<file path="src/rtl/seq_div_32.sv">
// Purpose: restoring 32-bit divider, one trial subtract per cycle; quotient, remainder, divide-by-zero flag.
// Latency: DONE WIDTH+1 cycles after the START edge (WIDTH+2 with SEQ_DIV_SIGNED_EN), 1 cycle for DVS==0.
// Backpressure: START is accepted only in IDLE with DONE low; requests while busy are dropped, not queued.
// Optional feature: define SEQ_DIV_SIGNED_EN for two's complement operands (adds a FIXUP state).
module seq_div_32 #(
  parameter int WIDTH = 32
) (
  input  logic             CLK,
  input  logic             RST,
  input  logic             START,
  input  logic [WIDTH-1:0] DVD,
  input  logic [WIDTH-1:0] DVS,
  output logic [WIDTH-1:0] Q,
  output logic [WIDTH-1:0] R,
  output logic             BUSY,
  output logic             DONE,
  output logic             DIV0
);

  localparam int CW = $clog2(WIDTH);

  typedef enum logic [1:0] {IDLE, RUN, FIXUP, FIN} state_t;

  state_t           state;
  logic [WIDTH-1:0] divisor;
  logic [WIDTH-1:0] remReg;
  logic [WIDTH-1:0] quoReg;
  logic [WIDTH-1:0] dvdOrig;
  logic [CW-1:0]    count;
  logic             isDiv0;
`ifdef SEQ_DIV_SIGNED_EN
  logic             negQuo;
  logic             negRem;
`endif

  // The shifted partial remainder can need WIDTH+1 bits when the divisor is large,
  // so the compare is done at that width; the difference itself always fits WIDTH bits.
  logic [WIDTH:0]   shifted;
  logic             noBorrow;
  logic [WIDTH-1:0] diff;

  // One restoring-division step: shift in the next dividend bit and trial-subtract.
  always_comb begin
    shifted  = {remReg, quoReg[WIDTH-1]};
    noBorrow = (shifted >= {1'b0, divisor});
    diff     = shifted[WIDTH-1:0] - divisor;
  end

  // Control FSM with registered outputs; Q/R/DIV0 only ever change when leaving FIN.
  always_ff @(posedge CLK or negedge RST) begin
    if (!RST) begin
      state   <= IDLE;
      divisor <= '0;
      remReg  <= '0;
      quoReg  <= '0;
      dvdOrig <= '0;
      count   <= '0;
      isDiv0  <= 1'b0;
`ifdef SEQ_DIV_SIGNED_EN
      negQuo  <= 1'b0;
      negRem  <= 1'b0;
`endif
      Q       <= '0;
      R       <= '0;
      BUSY    <= 1'b0;
      DONE    <= 1'b0;
      DIV0    <= 1'b0;
    end else begin
      DONE <= 1'b0;
      case (state)
        IDLE: begin
          // DONE is still high in the first IDLE cycle; a START there is dropped.
          if (START && !DONE) begin
            dvdOrig <= DVD;
            remReg  <= '0;
            count   <= CW'(WIDTH - 1);
            isDiv0  <= (DVS == '0);
`ifdef SEQ_DIV_SIGNED_EN
            divisor <= DVS[WIDTH-1] ? -DVS : DVS;
            quoReg  <= DVD[WIDTH-1] ? -DVD : DVD;
            negQuo  <= DVD[WIDTH-1] ^ DVS[WIDTH-1];
            negRem  <= DVD[WIDTH-1];
`else
            divisor <= DVS;
            quoReg  <= DVD;
`endif
            if (DVS == '0) begin
              state <= FIN;
            end else begin
              state <= RUN;
              BUSY  <= 1'b1;
            end
          end
        end
        RUN: begin
          remReg <= noBorrow ? diff : shifted[WIDTH-1:0];
          quoReg <= {quoReg[WIDTH-2:0], noBorrow};
          count  <= count - CW'(1);
          if (count == '0) begin
`ifdef SEQ_DIV_SIGNED_EN
            state <= FIXUP;
`else
            state <= FIN;
            BUSY  <= 1'b0;
`endif
          end
        end
`ifdef SEQ_DIV_SIGNED_EN
        FIXUP: begin
          // Quotient truncates toward zero; remainder follows the dividend's sign.
          if (negQuo) quoReg <= -quoReg;
          if (negRem) remReg <= -remReg;
          state <= FIN;
          BUSY  <= 1'b0;
        end
`endif
        FIN: begin
          Q     <= isDiv0 ? '1 : quoReg;
          R     <= isDiv0 ? dvdOrig : remReg;
          DIV0  <= isDiv0;
          DONE  <= 1'b1;
          state <= IDLE;
        end
        default: begin
          state <= IDLE;
          BUSY  <= 1'b0;
        end
      endcase
    end
  end

endmodule

</file>
<file path="config.mk">
export PLATFORM = sky130hd
export DESIGN_NAME = seq_div_32
export DESIGN_NICKNAME = d
export VERILOG_FILES = /design/src/rtl/seq_div_32.sv
export SDC_FILE = /design/constraint.sdc
export NUM_CORES = 1
export LEC_CHECK = 0
export ABC_AREA = 1
export ABC_CLOCK_PERIOD_IN_PS = 3390
export BUFFER_PORTS_ARGS = -buffer_cell sky130_fd_sc_hd__buf_2
export CAP_MARGIN = 25
export CORE_ASPECT_RATIO = 1.75
export CORE_MARGIN = 4
export CORE_UTILIZATION = 60
export DETAILED_ROUTE_END_ITERATION = 10
export HOLD_SLACK_MARGIN = 0.03
export PLACE_DENSITY = 0.93
export SLEW_MARGIN = 20
export SYNTH_ARGS = -nofsm -noshare
export SYNTH_HDL_FRONTEND = slang
export SYNTH_SLANG_ARGS = --single-unit
</file>
<file path="constraint.sdc">
create_clock -name CLK -period 3.39 [get_ports CLK]
set_input_delay 0 -clock CLK [delete_from_list [all_inputs] [get_ports CLK]]
set_output_delay 0 -clock CLK [all_outputs]
set_load 0.03 [all_outputs]
</file>
# After elaboration in Yosys (flattened, before gate mapping)
# Cells that the tools add are included.
# totals
mem_bits_ro	0
mem_bits_rw	0
reg_bits	203
out_inout_bits	67
elab_cells	49
latch_bits	0
input_bits	67
memories	0
# op_classes
mux	18
reduce_logical	10
addsub	2
eq_ne	5
n_bitwise	1
div	0
mul	0
n_lt_le_gt_ge	1
shift	0
# op_table
op	count
two-way mux 32 bit	5
one-hot mux 32 bit (2 select lines)	2
>= comparator 33 x 32 -> 1 bit	1
zero test 32 bit	1
subtractor 32 bit	1
one-hot mux 5 bit (2 select lines)	1
two-way mux 2 bit	3
inequality test 2 bit, second input constant	3
AND reduction 2 bit	3
zero test 5 bit	1
two-way mux 5 bit	1
subtractor 5 x 1 -> 5 bit, second input constant	1
two-way mux 1 bit	4
one-hot mux 2 bit (2 select lines)	1
AND reduction 4 bit	1
one-hot mux 1 bit (3 select lines)	1
equality test 2 x 1 -> 1 bit, second input constant	1
equality test 2 bit, second input constant	1
zero test 2 bit	1
nonzero test 2 bit	1
logical AND 1 bit	1
zero test 1 bit	1
inverter 1 bit	1

# Depth between registers and ports, before layout
# logic_depth
word_depth	4
ltp_mapped	15
mapped_depth_nobuf	15

# Worst setup path after synthesis
# No wires, ideal clock.
# synth_timing
path_kind	register to register
startpoint	register divisor[0]
endpoint	register remReg[28]
t_arrival_ps	1722
stages_incl_launch_ff	13
required_ps	3265
setup_slack_ps	1544
path_cell_list	dfrtp_1 > ha_1 > fa_1 > inv_1 > nand3_1 > nand3_1 > nand3_1 > nand3_1 > nand2_1 > nand2_1 > nand2_1 > nand4_1 > nand3_1
# synth_between
elab_chain_len	3
word_cells_on_any_way	4
cone_classes	add/sub: 1; order compare: 1; mux: 2
# synth_rtl
item	line_no	source
start, declared	25	logic [WIDTH-1:0] divisor;
start signal, assigned	53	divisor <= '0;
start signal, assigned	84	divisor <= DVS;
subtractor 32 bit / >= comparator 33 x 32 -> 1 bit (equally long branches)	46, 45	
two-way mux 32 bit *	96	remReg <= noBorrow ? diff : shifted[WIDTH-1:0];
one-hot mux 32 bit (2 select lines) *	70	case (state)
end signal, assigned	96	
end, declared	26	logic [WIDTH-1:0] remReg;
# Every way passes the cells marked *; elsewhere a longest branch is shown, timed or not.
# A chain may end at the register's enable or synchronous reset.

# Final worst setup path
# layout_timing
startpoint	register remReg[18]
endpoint	register remReg[21]
# layout_between
elab_chain_len	3
word_cells_on_any_way	4
cone_classes	add/sub: 1; order compare: 1; mux: 2
# layout_rtl
item	line_no
subtractor 32 bit / >= comparator 33 x 32 -> 1 bit (equally long branches)	46, 45
two-way mux 32 bit *	96
one-hot mux 32 bit (2 select lines) *	70
# Marks and branches as above.

==> impl_summary.log <==
[metrics] parity-gate share of the synthesized area counting xor and xnor cells: approximately 1.2%
[metrics] global-route wire length before repair: between 50 and 60 mm
[metrics] proportion of netlist area held by the largest area contributor: between 40 and 50%
[metrics] placer congestion estimate: around 0.96
[metrics] total clock buffers created by CTS: 19
[metrics] routed wire length: roughly 35 mm
[metrics] full die area: 0.0203 mm²
[metrics] Worst Path Arrival: between 3000 and 4000 ps
[metrics] total number of vias: between 10000 and 15000
[metrics] number of hold buffers added after CTS: 65
[metrics] Internal Power: between 7000 and 8000 µW
[metrics] FF/Latch Area: ~0.0051 mm²
[metrics] Cells after Synth: between 1000 and 1500
[metrics] CTS clock-pin slew for the worst setup and hold paths: approximately 70 ps
[metrics] Worst slew margin: around 33%
[metrics] adder-cell share of the synthesized area: slightly above 4%
[metrics] total I/O pin count: approximately 130
[metrics] global route overflow: 0
[metrics] post-route antenna net violation count: 0
[metrics] Least-Margin Pin Slew: 998 ps
[metrics] mux contribution to synthesized area: 0%
[metrics] via count of the first global-routing pass: between 10000 and 15000
[metrics] final slew viol count: 0
[metrics] sw frac: 50.4%
[metrics] sequential fraction of design power: between 20% and 30%
[metrics] Synth area leaders: sky130_fd_sc_hd__dfrtp_1 47%, sky130_fd_sc_hd__nand2_1 15%, sky130_fd_sc_hd__inv_1 6.6%, sky130_fd_sc_hd__a21oi_1 5.3%, sky130_fd_sc_hd__ha_1 3.9%
[metrics] kind of end point of the critical path: flop
[metrics] count of cell types in the netlist: 37
[metrics] number of buffers added on ports: 133
[metrics] syn nets: between 1500 and 2000
[metrics] Post-synth ARST share: 100%
[metrics] ys flop type: sky130_fd_sc_hd__dfrtp_1
[metrics] number of cell rows: 64
[metrics] CORE AREA: 0.0176 mm²
[metrics] initial cell density of the core: roughly three fifths
[metrics] Leak: 0.00670 µW
[metrics] share of the clock period used by the worst path: roughly four fifths
[metrics] TritonCTS clock tree: built
[metrics] share of the yosys chip area belonging to registers: 47.0%
[metrics] detailed-route DRC error count: 0
[metrics] post-route minimum period: ~2700 ps
[metrics] total number of clock tree sinks: 203
[metrics] later-pin clock latency in the skew report: between 400 and 500 ps
[metrics] cell taking the most area after synthesis: sky130_fd_sc_hd__dfrtp_1
[metrics] htree depth: 1
[metrics] Compound-Gate Fraction of Synth Area: 10.1%
[metrics] final hold violation count: 0
[metrics] maximum vdd ir drop: about 0.00073 V
[metrics] total of fill cells in the finished design: roughly 1300
[metrics] y dimension of the die: around 190 µm
[metrics] hpwl dp: 22.6 mm
[metrics] total power divided by cell area: ~1200 mW/mm²
[metrics] final clock skew: 11.8 ps
[metrics] Post-Synthesis Cell Area: roughly 0.011 mm²
[metrics] maximum capacitance violations: 0
[metrics] main combinational cell family by area after synthesis: simple AND/OR/NAND/NOR gates
[metrics] number of resized instances in the post-cts repair step: 0
[metrics] worst hold margin: around 130 ps
[metrics] fraction of layout instances using a drive strength above 1: 12.3%
[metrics] total number of nets in the final design: 1688
[metrics] area after detailed placement: 0.0116 mm²
[metrics] result of the run: finished clean
[metrics] clock tree root buffer cell: sky130_fd_sc_hd__clkbuf_16
[metrics] Wirelength per Cell: between 15 and 20 µm
[metrics] width of the die: 109 µm
[metrics] startpoint-to-endpoint class of the critical path: flop to flop
[metrics] Min-Delay Path Class: input port to flop
[metrics] largest fanout on the critical path: 33
[metrics] Post-Layout Inst Area: 0.0129 mm²
[metrics] count of antenna diodes in the layout: 0
[metrics] setup repair bufs after CTS: 0
[metrics] synthesized-area fraction occupied by and/or/nand/nor cells: between 20 and 30%
[metrics] antenna violations before repair: 0
[metrics] proportion of power drawn by combinational gates: 56.7%
[metrics] clock share of power: approximately 15%
[metrics] RSZ-0062 raised after global routing: no
[metrics] power dissipated by switching net loads: 7750 µW
[metrics] synthesized flop and latch total: 203
[metrics] critical path required time: between 3000 and 4000 ps
[metrics] count of flip-flops with a built-in enable after synthesis: 0
[metrics] mean post-synth cell area: ~7.7 µm²
[metrics] violation count after the first detailed-route iteration: between 1000 and 1500
[metrics] first drt pass iteration count: 6
[metrics] startpoint types: flop
[metrics] area of the multi-input gates: roughly 0.0047 mm²
[metrics] maximum clock insertion buffer count: 3
[metrics] maximum number of pins on one net before global-route repair: 106
[metrics] routed via count divided by cell count: 5.82
[metrics] post-synthesis to final-layout area growth: 19.7%
[metrics] maximum frequency from static timing analysis: ~370 MHz
[metrics] Final setup viols: 0
[metrics] Yosys Warn Count: 0
[metrics] Fin Setup TNS: 0 ps
[metrics] Tot GR Track Use: a little over a third
-- critical path, stage by stage, from the launching register on --
cell                      delay [ps]
sky130_fd_sc_hd__dfrtp_1         480
sky130_fd_sc_hd__ha_1            410
sky130_fd_sc_hd__nand2_1         140
sky130_fd_sc_hd__nor2_1          220
sky130_fd_sc_hd__nand2_1         120
sky130_fd_sc_hd__nor3_2          190
sky130_fd_sc_hd__nand2_4         320
sky130_fd_sc_hd__nand2_4         170
sky130_fd_sc_hd__buf_4           290
sky130_fd_sc_hd__nand4_1         130
sky130_fd_sc_hd__nand3_1         120
-- power by group through the flow --
stage / registers [µW] / logic [µW] / clock network, µW
5_1_grt: 4500 / 9620 / 2340
3_5_place_dp: 4340 / 8380 / 0
4_1_cts: 4320 / 8550 / 2240
6_report: 4400 / 8710 / 2260
3_3_place_gp: 4290 / 8210 / 0
2_1_floorplan: 4960 / 5420 / 0
-- final cells by class --
type | count | share of cell area, %
clock buffers | 25 | 4.01
multi-input cells | 957 | 36.6
well taps | 231 | 2.24
repair buffers | 213 | 11.4
flip-flops and latches | 203 | 39.3
clock inverters | 7 | 0.900
inverters | 192 | 5.58
-- per-stage QoR --
stage	worst slack, ps	util, %	cells	total power (µW)
floorplan	1540	-	1411	10400
global placement	849	66.0	1730	12500
detailed placement	819	66.1	1731	12700
CTS	775	73.4	1828	15100
global route	569	73.4	1828	16500
finish	706	73.4	1828	15400
-- Yosys cell counts (5+ instances only) --
library cell               number
sky130_fd_sc_hd__dfrtp_1      203
sky130_fd_sc_hd__xor2_1        12
sky130_fd_sc_hd__clkbuf_1      23
sky130_fd_sc_hd__buf_2         22
sky130_fd_sc_hd__nand3_1       84
sky130_fd_sc_hd__ha_1          34
sky130_fd_sc_hd__buf_1         10
sky130_fd_sc_hd__o21ai_0       40
sky130_fd_sc_hd__nand2_1      428
sky130_fd_sc_hd__inv_1        189
sky130_fd_sc_hd__nand3b_1       6
sky130_fd_sc_hd__nor4_1         8
sky130_fd_sc_hd__a21oi_1      115
sky130_fd_sc_hd__and2_1         5
sky130_fd_sc_hd__nor2_1       113
sky130_fd_sc_hd__nand4_1       47
sky130_fd_sc_hd__o221ai_1      28
sky130_fd_sc_hd__nor3_1         7
-- cell usage in the layout, fill, tap and decap left out, drive strengths merged --
master       netlist  layout
dfrtp            203     203
a21boi             1       1
nand4             47      47
a21oi            115     115
a22oi              1       1
nor2             119     119
o221ai            28      28
xor2              12      12
clkinv             0       3
clkbuf            23      26
o211ai             3       3
and2               5       5
nor3               8       8
o21bai             3       3
xnor2              3       3
inv              192     192
nor4               8       8
nand2            433     433
clkinvlp           0       1
bufinv             0       3
nand3             86      86
ha                34      34
dlygate4sd3        0      65
or2                2       2
o21ai             41      41
a21o               1       1
nand3b             6       6
fa                 1       1
buf               36     147
-- path summary, 6_finish.rpt --
kind | startpoint | to | slack, ps | cells past startpoint
setup / recovery | remReg[18]$_DFFE_PN0P_ | remReg[21]$_DFFE_PN0P_ | 710 | 10
setup reg to reg | remReg[18]$_DFFE_PN0P_ | remReg[21]$_DFFE_PN0P_ | 710 | 10
max in group asynchronous | RST | remReg[9]$_DFFE_PN0P_ | 2320 | 3
min in group asynchronous | RST | Q[3]$_DFFE_PN0P_ | 170 | 2
hold reg to reg | count[4]$_DFFE_PN0P_ | count[4]$_DFFE_PN0P_ | 470 | 1
hold / removal | START | state[1]$_DFFE_PN0P_ | 130 | 6
-- sequential cells by signal (all words and copies together) (netlist names) --
register and count:
BUSY 1, DIV0 1, DONE 1, Q 32, R 32, count 5, divisor 32, dvdOrig 32
isDiv0 1, quoReg 32, remReg 32, state 2
-- kinds of logic after synthesis --
family                   count (synthesis)
buffers and inverters                  251
AND/OR/NAND/NOR                        714
AO/OA/AOI/OAI                          193
flip-flops                             203
XOR/XNOR                                15
adder cells (fa/ha/maj)                 35
-- routing by layer --
layer	vias up	global-route usage, %	routed length [µm]
li1	4881	-	-
met1	5054	40.6	12200
met2	558	60.9	17800
met3	143	4.69	2500
met4	0	18.5	2080
met5	-	0	0
Note: power is estimated with default switching activity, not from simulation.
